`config.mk`:
```
export PLATFORM = sky130hd
export DESIGN_NAME = l2_wb_drain_flat
export DESIGN_NICKNAME = d
export VERILOG_FILES = /design/src/rtl/l2_wb_drain_if.sv /design/src/rtl/l2_wb_drain.sv /design/src/flat_wrapper.sv
export SDC_FILE = /design/constraint.sdc
export NUM_CORES = 1
export LEC_CHECK = 0
export CORE_ASPECT_RATIO = 1.75
export CORE_MARGIN = 4
export CORE_UTILIZATION = 30
export CTS_CLUSTER_SIZE = 16
export DETAILED_ROUTE_END_ITERATION = 10
export MAX_ROUTING_LAYER = met4
export PLACE_DENSITY = 0.59
export SYNTH_ARGS = -nofsm -noshare
export SYNTH_HDL_FRONTEND = slang
export SYNTH_SLANG_ARGS = --single-unit
```
`constraint.sdc`:
```
create_clock -name clk -period 4.18 [get_ports clk]
set_clock_uncertainty 0.1 [all_clocks]
set_input_delay 0.836 -clock clk [delete_from_list [all_inputs] [get_ports clk]]
set_output_delay 0.836 -clock clk [all_outputs]
set_load 0.05 [all_outputs]
```
`src/rtl/l2_wb_drain_if.sv`:
```
// LLC write-back channel between the L2 write-buffer drain engine (master)
// and the LLC (slave): request handshake with payload plus the ack strobe.
`timescale 1ns/1ps
interface l2_wb_drain_if #(
  parameter int WB_BITS        = 2,
  parameter int ADDR_BITS      = 28,
  parameter int LINE_BITS      = 128,
  parameter int WORD_MASK_BITS = 4,
  parameter int HPROT_BITS     = 1
);
  logic                      llc_req_valid;
  logic                      llc_req_ready;
  logic [ADDR_BITS-1:0]      llc_req_addr;
  logic [LINE_BITS-1:0]      llc_req_line;
  logic [WORD_MASK_BITS-1:0] llc_req_word_mask;
  logic [HPROT_BITS-1:0]     llc_req_hprot;
  logic [WB_BITS-1:0]        llc_req_id;
  logic                      llc_rsp_valid;

  modport master (
    output llc_req_valid, llc_req_addr, llc_req_line, llc_req_word_mask,
           llc_req_hprot, llc_req_id,
    input  llc_req_ready, llc_rsp_valid
  );

  modport slave (
    input  llc_req_valid, llc_req_addr, llc_req_line, llc_req_word_mask,
           llc_req_hprot, llc_req_id,
    output llc_req_ready, llc_rsp_valid
  );
endinterface

```
`src/rtl/l2_wb_drain.sv`:
```
// L2 write-buffer drain engine: flushes all valid WB entries (drain) or one entry (evict) to the LLC.
// Define L2_WB_DRAIN_RR_EN for round-robin entry selection; otherwise the lowest valid index wins.
`timescale 1ns/1ps
module l2_wb_drain #(
  parameter int N_WB            = 4,
  parameter int WB_BITS         = 2,
  parameter int ADDR_BITS       = 28,
  parameter int LINE_BITS       = 128,
  parameter int WORD_MASK_BITS  = 4,
  parameter int HPROT_BITS      = 1,
  parameter int MAX_OUTSTANDING = 2
) (
  input  logic                      clk,
  input  logic                      rst,
  input  logic                      drain_start,
  input  logic                      evict_req,
  input  logic [N_WB-1:0]           wb_valid_mask,
  output logic [WB_BITS-1:0]        rd_idx,
  input  logic [ADDR_BITS-1:0]      rd_addr,
  input  logic [LINE_BITS-1:0]      rd_line,
  input  logic [WORD_MASK_BITS-1:0] rd_word_mask,
  input  logic [HPROT_BITS-1:0]     rd_hprot,
  l2_wb_drain_if.master             llc,
  output logic                      clear_valid,
  output logic [WB_BITS-1:0]        clear_idx,
  output logic                      busy,
  output logic                      drain_done,
  output logic                      rsp_err
);

  localparam int OUT_BITS = $clog2(MAX_OUTSTANDING + 1);
  localparam logic [OUT_BITS-1:0] MAX_OUT = OUT_BITS'(MAX_OUTSTANDING);

  typedef enum logic [1:0] {IDLE, SELECT, ISSUE, WAIT_ACK} state_e;
  typedef enum logic {DRAIN, SINGLE} mode_e;

  state_e                    state_q, state_d;
  mode_e                     mode_q, mode_d;
  logic [OUT_BITS-1:0]       outstanding_q, outstanding_d;
  logic                      rsp_err_q, rsp_err_d;
  logic [ADDR_BITS-1:0]      req_addr_q, req_addr_d;
  logic [LINE_BITS-1:0]      req_line_q, req_line_d;
  logic [WORD_MASK_BITS-1:0] req_word_mask_q, req_word_mask_d;
  logic [HPROT_BITS-1:0]     req_hprot_q, req_hprot_d;
  logic [WB_BITS-1:0]        req_id_q, req_id_d;
`ifdef L2_WB_DRAIN_RR_EN
  logic [WB_BITS-1:0]        rr_ptr_q, rr_ptr_d;
`endif

  logic               cand_found;
  logic [WB_BITS-1:0] cand_idx;
  logic               req_valid;
  logic               hs;

  // Scan from the far end so the last hit is the first entry in search order.
  always_comb begin
    cand_found = 1'b0;
    cand_idx   = '0;
    for (int i = N_WB - 1; i >= 0; i--) begin
`ifdef L2_WB_DRAIN_RR_EN
      if (wb_valid_mask[(int'(rr_ptr_q) + i) % N_WB]) begin
        cand_found = 1'b1;
        cand_idx   = WB_BITS'((int'(rr_ptr_q) + i) % N_WB);
      end
`else
      if (wb_valid_mask[i]) begin
        cand_found = 1'b1;
        cand_idx   = WB_BITS'(i);
      end
`endif
    end
  end

  assign req_valid = (state_q == ISSUE) && (outstanding_q < MAX_OUT);
  assign hs        = req_valid && llc.llc_req_ready;

  always_comb begin
    // NOTE: every signal gets a default before the case so no path leaves one unassigned (no latch).
    state_d         = state_q;
    mode_d          = mode_q;
    outstanding_d   = outstanding_q;
    rsp_err_d       = rsp_err_q;
    req_addr_d      = req_addr_q;
    req_line_d      = req_line_q;
    req_word_mask_d = req_word_mask_q;
    req_hprot_d     = req_hprot_q;
    req_id_d        = req_id_q;
`ifdef L2_WB_DRAIN_RR_EN
    rr_ptr_d        = rr_ptr_q;
`endif
    clear_valid     = 1'b0;
    drain_done      = 1'b0;

    unique case (state_q)
      IDLE: begin
        if (drain_start) begin
          state_d = SELECT;
          mode_d  = DRAIN;
        end else if (evict_req) begin
          state_d = SELECT;
          mode_d  = SINGLE;
        end
      end
      SELECT: begin
        if (cand_found) begin
          req_addr_d      = rd_addr;
          req_line_d      = rd_line;
          req_word_mask_d = rd_word_mask;
          req_hprot_d     = rd_hprot;
          req_id_d        = cand_idx;
          state_d         = ISSUE;
        end else begin
          state_d = (mode_q == DRAIN) ? WAIT_ACK : IDLE;
        end
      end
      ISSUE: begin
        if (hs) begin
          clear_valid = 1'b1;
`ifdef L2_WB_DRAIN_RR_EN
          rr_ptr_d    = WB_BITS'((int'(req_id_q) + 1) % N_WB);
`endif
          state_d     = (mode_q == DRAIN) ? SELECT : IDLE;
        end
      end
      WAIT_ACK: begin
        if (outstanding_q == '0) begin
          drain_done = 1'b1;
          state_d    = IDLE;
        end
      end
      default: state_d = IDLE;
    endcase

    // Acks are counted in every state, including after a single evict returned to IDLE.
    unique case ({hs, llc.llc_rsp_valid})
      2'b10: outstanding_d = outstanding_q + 1'b1;
      2'b01: begin
        if (outstanding_q != '0) outstanding_d = outstanding_q - 1'b1;
        else                     rsp_err_d     = 1'b1;
      end
      default: outstanding_d = outstanding_q;
    endcase
  end

  // NOTE: state updates use non-blocking assignments so every flop samples pre-edge values.
  always_ff @(posedge clk) begin
    if (rst) begin
      state_q         <= IDLE;
      mode_q          <= SINGLE;
      outstanding_q   <= '0;
      rsp_err_q       <= 1'b0;
      // NOTE: the payload is reset too so llc_req_* never exposes pre-reset contents.
      req_addr_q      <= '0;
      req_line_q      <= '0;
      req_word_mask_q <= '0;
      req_hprot_q     <= '0;
      req_id_q        <= '0;
`ifdef L2_WB_DRAIN_RR_EN
      rr_ptr_q        <= '0;
`endif
    end else begin
      state_q         <= state_d;
      mode_q          <= mode_d;
      outstanding_q   <= outstanding_d;
      rsp_err_q       <= rsp_err_d;
      req_addr_q      <= req_addr_d;
      req_line_q      <= req_line_d;
      req_word_mask_q <= req_word_mask_d;
      req_hprot_q     <= req_hprot_d;
      req_id_q        <= req_id_d;
`ifdef L2_WB_DRAIN_RR_EN
      rr_ptr_q        <= rr_ptr_d;
`endif
    end
  end

  assign rd_idx                = cand_idx;
  assign llc.llc_req_valid     = req_valid;
  assign llc.llc_req_addr      = req_addr_q;
  assign llc.llc_req_line      = req_line_q;
  assign llc.llc_req_word_mask = req_word_mask_q;
  assign llc.llc_req_hprot     = req_hprot_q;
  assign llc.llc_req_id        = req_id_q;
  assign clear_idx             = req_id_q;
  assign busy                  = (state_q != IDLE);
  assign rsp_err               = rsp_err_q;

endmodule

```
`src/flat_wrapper.sv`:
```
// flat-port wrapper written by rule: the top's interface ports become plain ports
module l2_wb_drain_flat 
#(
  parameter int N_WB            = 4,
  parameter int WB_BITS         = 2,
  parameter int ADDR_BITS       = 28,
  parameter int LINE_BITS       = 128,
  parameter int WORD_MASK_BITS  = 4,
  parameter int HPROT_BITS      = 1,
  parameter int MAX_OUTSTANDING = 2
)
  (clk, rst, drain_start, evict_req, wb_valid_mask, rd_idx, rd_addr, rd_line, rd_word_mask, rd_hprot, clear_valid, clear_idx, busy, drain_done, rsp_err, llc_llc_req_valid, llc_llc_req_addr, llc_llc_req_line, llc_llc_req_word_mask, llc_llc_req_hprot, llc_llc_req_id, llc_llc_req_ready, llc_llc_rsp_valid);
  l2_wb_drain_if #(.WB_BITS(WB_BITS), .ADDR_BITS(ADDR_BITS), .LINE_BITS(LINE_BITS), .WORD_MASK_BITS(WORD_MASK_BITS), .HPROT_BITS(HPROT_BITS)) llc_i ();
  input  logic clk;
  input  logic rst;
  input  logic drain_start;
  input  logic evict_req;
  input  logic [N_WB-1:0] wb_valid_mask;
  output logic [WB_BITS-1:0] rd_idx;
  input  logic [ADDR_BITS-1:0] rd_addr;
  input  logic [LINE_BITS-1:0] rd_line;
  input  logic [WORD_MASK_BITS-1:0] rd_word_mask;
  input  logic [HPROT_BITS-1:0] rd_hprot;
  output logic clear_valid;
  output logic [WB_BITS-1:0] clear_idx;
  output logic busy;
  output logic drain_done;
  output logic rsp_err;
  output wire logic [$bits(llc_i.llc_req_valid)-1:0] llc_llc_req_valid;
  output wire logic [$bits(llc_i.llc_req_addr)-1:0] llc_llc_req_addr;
  output wire logic [$bits(llc_i.llc_req_line)-1:0] llc_llc_req_line;
  output wire logic [$bits(llc_i.llc_req_word_mask)-1:0] llc_llc_req_word_mask;
  output wire logic [$bits(llc_i.llc_req_hprot)-1:0] llc_llc_req_hprot;
  output wire logic [$bits(llc_i.llc_req_id)-1:0] llc_llc_req_id;
  input wire logic [$bits(llc_i.llc_req_ready)-1:0] llc_llc_req_ready;
  input wire logic [$bits(llc_i.llc_rsp_valid)-1:0] llc_llc_rsp_valid;
  assign llc_llc_req_valid = llc_i.llc_req_valid;
  assign llc_llc_req_addr = llc_i.llc_req_addr;
  assign llc_llc_req_line = llc_i.llc_req_line;
  assign llc_llc_req_word_mask = llc_i.llc_req_word_mask;
  assign llc_llc_req_hprot = llc_i.llc_req_hprot;
  assign llc_llc_req_id = llc_i.llc_req_id;
  assign llc_i.llc_req_ready = llc_llc_req_ready;
  assign llc_i.llc_rsp_valid = llc_llc_rsp_valid;
  l2_wb_drain #(.N_WB(N_WB), .WB_BITS(WB_BITS), .ADDR_BITS(ADDR_BITS), .LINE_BITS(LINE_BITS), .WORD_MASK_BITS(WORD_MASK_BITS), .HPROT_BITS(HPROT_BITS), .MAX_OUTSTANDING(MAX_OUTSTANDING)) u_core (.clk(clk), .rst(rst), .drain_start(drain_start), .evict_req(evict_req), .wb_valid_mask(wb_valid_mask), .rd_idx(rd_idx), .rd_addr(rd_addr), .rd_line(rd_line), .rd_word_mask(rd_word_mask), .rd_hprot(rd_hprot), .llc(llc_i), .clear_valid(clear_valid), .clear_idx(clear_idx), .busy(busy), .drain_done(drain_done), .rsp_err(rsp_err));
endmodule
```
==> reports/results.ini, run 1 <==
[run_status]
status = finished, final reports clean

[die]
ios = 343
coreArea_mm2 = 0.0222
die_w_um = 122
start_util_pct = 30.5
die_area_mm2 = 0.0251
dieHeight_um = 207
rows = 72

[clocking]
cts_hold_buf = 0
htree_num_levels = 4
cts_sinks = 169
cts_setup_buffers = 0
clkLatencyLatePin_ns = 0.42
root_buffer = clkbuf_16
cts_tree = built
cts_buffers = 17
clkTransAtPathRegs_ns = 0.06
cts_resized = 0
max-clock-path-buffers = 2

[drt]
drt-initial-drc-count = 485
dr.pass1.iters = 5
routed_wl_um = 25000
num_vias = 7011
routed_via_density = 5.07
wl_per_cell_um = 18.1
drc = 0
detail-route-antenna-nets = 0

[worst_setup_path]
path_max_fanout = 4
critPathRequiredTime_ns = 3.24
startpoint_type = input pin
worst_r2r_endpoint = u_core.llc.llc_req_line[24]
r2r_slack_ns = 1.87
startpoint = wb_valid_mask[2]
worstSetupPathType = in2out
r2r_cells = 4
crit_arrival_ns = 2.55
crit_end = rd_idx[0]
regToRegStartpoint = u_core.state_q[1]
critical_path.endpoint_type = output pin

[flow_run]
cap_viol_max_count = 0

[timing]
slew_violations = 0
worst_pin_slew_ns = 0.897
setup_violations = 0
setup_tns_ns = 0
relSlewSlack_pct = 40.2
post-route-period-util_pct = 83.3
period_minus_slack_ns = 3.48
hold_viol_final = 0
rsz0062_at_grt = false
fmax_ghz = 0.287

[finish]
fill_cells = 2230
nets = 1245
seq_area_mm2 = 0.00338
multi_input_area_mm2 = 0.00272
syn_to_final_growth_pct = 56.9
stdcell_count = 1384
drive_above_1_share_pct = 4.14

[grt]
antenna_found_initial = 1
grt_pass1_wl_um = 37400
overflow = 0
grt.total_usage_pct = 19.6
grt_max_degree = 89
grt_pass1_vias = 6806

[yosys]
ys_warn_count = 0
ys_types = 32
ys_seq_area_share_pct = 50.0
synth_area_mm2 = 0.00677
synth_fp_nets = 965
synthTopCellsByArea = dfxtp_1, a21oi_1, o21ai_0
yosys.area.top_type = dfxtp_1
synth_enable_flop_cells = 0
synth_async_sr_flop_share_pct = 0
avgSynthCellArea_um2 = 8.53
synthTopCellsByCount = dfxtp_1, a21oi_1, o21ai_0
synth_seq_cells = 169
synth_most_common_cell = dfxtp_1
ys.flop_type = dfxtp_1
synth_cells = 794
yosysTopAreaCellShare_pct = 50.0

[place]
io_buffers = 342
gp_congestion = 0.769
placedCellCount = 1351
dp_hpwl_um = 16800

[power]
p_per_area_mw_per_mm2 = 514
leakagePower_nw = 3.55
irDropWorstVdd_v = 0.000279

[min_path]
hp-class = reg2reg

-- logic make-up after synthesis --
kind of cell	Yosys count	share of synthesized area, %
flip-flops	169	50.0
AO/OA/AOI/OAI	343	25.8
XOR/XNOR	1	0.129
AND/OR/NAND/NOR	182	14.0
buffers and inverters	99	10.1
-- per-layer routing --
layer | part of all wire [%] | vias up | wire length (um) | track usage [%]
met4 | 3.3 | 0 | 831 | 8.29
met5 | 0 | - | 0 | -
li1 | - | 3397 | - | -
met2 | 53 | 236 | 13200 | 34.1
met1 | 38 | 3337 | 9540 | 21.2
met3 | 5.6 | 41 | 1400 | 4.47
-- cell type report --
class | instances | share of cell area, %
sequential | 169 | 31.8
multi-input combinational | 526 | 25.6
clock inverter | 7 | 0.860
tap | 296 | 3.49
antenna | 1 | 0.0236
clock buffer | 25 | 4.57
timing repair buffer | 354 | 33.4
inverter | 6 | 0.212
-- cell usage in the layout (no fill, tap or decap), types with 2 or more instances in the layout --
cell type,synthesis,layout
clkdlybuf4s50_1,0,341
dfxtp_1,169,169
nand2_1,3,3
buf_4,7,10
clkbuf_8,17,3
or4_1,2,2
nand2b_1,4,3
clkbuf_1,35,5
inv_1,6,6
buf_12,0,3
a21oi_1,168,168
nor2_1,4,4
clkbuf_16,0,17
bufinv_16,0,2
o21ai_0,166,166
nand3_1,162,162
a21o_1,2,2
clkinv_2,0,3
-- where the power goes --
part | total [W] | switching, W | internal, W
Clock | 0.00157 | 0.000640 | 0.000927
Combinational | 0.00197 | 0.00130 | 0.000678
Sequential | 0.00192 | 0.000100 | 0.00182
Total | 0.00546 | 0.00204 | 0.00342
-- how the worst min path moves through the flow --
stage                            startpoint                      end  slack, ns  depth (start not counted)
CTS                          u_core.rsp_err           u_core.rsp_err       0.35                          2
finish                       u_core.rsp_err           u_core.rsp_err       0.35                          2
floorplan           u_core.outstanding_q[0]  u_core.outstanding_q[1]       0.40                          2
global route                 u_core.rsp_err           u_core.rsp_err       0.38                          2
global placement             u_core.rsp_err           u_core.rsp_err       0.33                          2
detailed placement           u_core.rsp_err           u_core.rsp_err       0.34                          2
-- worst max-delay path, stage by stage --
cell	delay, ns
clkdlybuf4s50_1	0.56
and2b_2	0.25
o21a_1	0.17
clkdlybuf4s50_1	0.73
-- through the flow --
step	worst slack (ns)	hold WS, ns	area [um2]	power, W	util (%)
2_1_floorplan	1.31	0.396	6770	0.00323	-
3_3_place_gp	0.693	0.334	10000	0.00393	45.3
3_5_place_dp	0.692	0.344	10000	0.00394	45.3
4_1_cts	0.692	0.353	10600	0.00553	47.9
5_1_grt	0.651	0.380	10600	0.00572	47.9
6_report	0.697	0.354	10600	0.00546	47.9
-- state kept, by name, indices dropped and copies added (netlist names) --
signal                        flops
u_core.clear_idx                  2
u_core.llc.llc_req_hprot          1
u_core.outstanding_q              2
u_core.state_q                    2
u_core.llc.llc_req_line         128
u_core.llc.llc_req_addr          28
u_core.llc.llc_req_word_mask      4
u_core.rsp_err                    1
u_core.mode_q                     1
(Power assumes the default switching activity.)
==> run 2: changes to the inputs <==
- PLACE_DENSITY: 0.59 -> 0.62
- clock period: 4.18 -> 3.2 ns (I/O delays scaled with it)
==> run 2 against run 1 <==
Against the previous run: final cell count fell by 0.43%; sequential cell count stayed put; clock power rose by 27%; critical endpoint is now drain_done.
==> reports/results.ini, run 2 (synthesis gave the netlist of run 1 again) <==
[drt]
drc = 0  ; unchanged
num_vias = 6966  ; -0.64%
wl_per_cell_um = 17.9  ; -1.2%
drt-initial-drc-count = 452  ; -6.8%
detail-route-antenna-nets = 0  ; unchanged
routed_wl_um = 24600  ; -1.6%
dr.pass1.iters = 6  ; +1
routed_via_density = 5.06  ; -0.21%

[place]
dp_hpwl_um = 16100  ; -4.1%
io_buffers = 342  ; unchanged
gp_congestion = 0.760  ; -1.1%
dpl-instance-area_mm2 = 0.0101  ; +0.22%

[worst_setup_path]
path_max_fanout = 12  ; +8
startpoint_type = register
startpoint = u_core.state_q[0]
r2r_cells = 4  ; unchanged
critical_path.top_delay_family = buffers and inverters
regToRegStartpoint = u_core.state_q[0]
r2r_slack_ns = 1.23  ; -0.64 ns
cp.buffers_inverters = 1  ; -1
crit_arrival_ns = 2.12  ; -0.43 ns
worstSetupPathType = reg2out
critPathRequiredTime_ns = 2.46  ; -0.78 ns
critical_path.endpoint_type = output pin
crit_path_max_incr_delay_ns = 0.84  ; +0.11 ns
slowest_stage = clkdlybuf4s50_1
cp_cell_sequence = nand2b_1 -> nor2_1 -> clkdlybuf4s50_1
worst_r2r_endpoint = u_core.llc.llc_req_line[78]

[timing]
setup_tns_ns = 0  ; unchanged
post-route-period-util_pct = 89.3
hold_viol_final = 0  ; unchanged
slew_violations = 0  ; unchanged
setup_violations = 0  ; unchanged
fmax_ghz = 0.350
period_minus_slack_ns = 2.86
worst_pin_slew_ns = 0.880  ; -0.0166 ns
relSlewSlack_pct = 41.3  ; +1.1 points
rsz0062_at_grt = false

[min_path]
worstHoldEndpoint = u_core.rsp_err
whs_path_depth = 2  ; unchanged
hp-class = reg2reg
min-delay-start = u_core.rsp_err

[grt]
grt_pass1_wl_um = 37000  ; -1.2%
antenna_found_initial = 1  ; unchanged
grt.total_usage_pct = 19.2  ; -0.32 points
overflow = 0  ; unchanged
grt_max_degree = 163  ; +83%
grt_pass1_vias = 6789  ; -0.25%

[run_status]
status = finished, final reports clean

[clocking]
cts_tree = built
max-clock-path-buffers = 2  ; unchanged
cts_hold_buf = 0  ; unchanged
htree_num_levels = 4  ; unchanged
cts_buffers = 17  ; unchanged
cts_setup_buffers = 0  ; unchanged
cts_sinks = 169  ; unchanged
root_buffer = clkbuf_16
cts_resized = 0  ; unchanged
clkTransAtPathRegs_ns = 0.06  ; about the same
clkLatencyLatePin_ns = 0.42  ; about the same

[power]
p_clk_share_pct = 28.1  ; -0.6 points
leakagePower_nw = 3.55  ; about the same
power_frac_seq_pct = 35.5  ; +0.4 points
power_w = 0.00707  ; +30%
p_int_w = 0.00445  ; +30%
p_per_area_mw_per_mm2 = 666  ; +30%
irDropWorstVdd_v = 0.000402  ; +44%
pwr-share-comb_pct = 36.4  ; +0.2 points
power.switching_w = 0.00262  ; +29%
p_sw_share_pct = 37.1  ; -0.26 points

[die]
die_area_mm2 = 0.0251  ; unchanged
start_util_pct = 30.5  ; unchanged
die_w_um = 122  ; unchanged
dieHeight_um = 207  ; unchanged
rows = 72  ; unchanged
ios = 343  ; unchanged
coreArea_mm2 = 0.0222  ; unchanged

[flow_run]
cap_viol_max_count = 0  ; unchanged

[finish]
fill_cells = 2218  ; -0.54%
final_common_cell = clkdlybuf4s50_1
seq_area_mm2 = 0.00338  ; unchanged
fin_area_mm2 = 0.0106  ; about the same
largest_reg_flops = 128  ; unchanged
syn_to_final_growth_pct = 56.8  ; about the same
fin_util_pct = 47.9  ; about the same
nets = 1244  ; -0.080%
drive_above_1_share_pct = 4.07  ; -0.070 points
multi_input_area_mm2 = 0.00272  ; unchanged
final_cell_mix = clkdlybuf4s50_1, dfxtp_1, a21oi_1

## run 2: worst min-delay path: stages (launching register included)
cell and delay [ns]:
dfxtp_1 0.31, inv_1 0.05, a21oi_1 0.05
## run 2: worst max path at each step
stage / to / slack (ns) / cells past startpoint
floorplan: rd_idx[1] / 0.72 / 1
global placement: u_core.clear_idx[0] / 0.51 / 5
detailed placement: u_core.clear_idx[0] / 0.50 / 5
CTS: drain_done / 0.28 / 3
global route: drain_done / 0.22 / 3
finish: drain_done / 0.34 / 3
## run 2: layer usage
layer  GRT usage, %  wire (um)
met1           20.7       9260
met2           33.8      13300
met3           4.80       1450
met4           7.49        583
met5              -          0
## run 2: power by group through the flow
stage          clock network, W  logic, W  registers [W]
6_report                0.00199   0.00258        0.00251
5_1_grt                 0.00213   0.00274        0.00254
4_1_cts                 0.00206   0.00261        0.00251
3_5_place_dp                  0   0.00260        0.00255
3_3_place_gp                  0   0.00259        0.00254
2_1_floorplan                 0  0.000794        0.00343
## run 2: cell type report
cell class              count  share of cell area (%)
clock buffers              23                    4.50
well taps                 296                    3.49
repair buffers            353                    33.6
inverters                   6                   0.212
clock inverters             4                   0.660
flip-flops and latches    169                    31.9
multi-input cells         526                    25.6
diodes                      1                  0.0236
## run 2: per-stage QoR
step | cells | worst slack, ns | hold slack, ns
6_report | 1378 | 0.341 | 0.359
5_1_grt | 1378 | 0.221 | 0.378
4_1_cts | 1377 | 0.285 | 0.364
3_5_place_dp | 1350 | 0.504 | 0.354
3_3_place_gp | 1350 | 0.510 | 0.341
2_1_floorplan | 794 | 0.723 | 0.396
==> run 3: changes to the inputs <==
- SLEW_MARGIN: not set -> 25
==> results of run 3 <==
No change in the layout: final DEF, timing and power equal those of run 2.
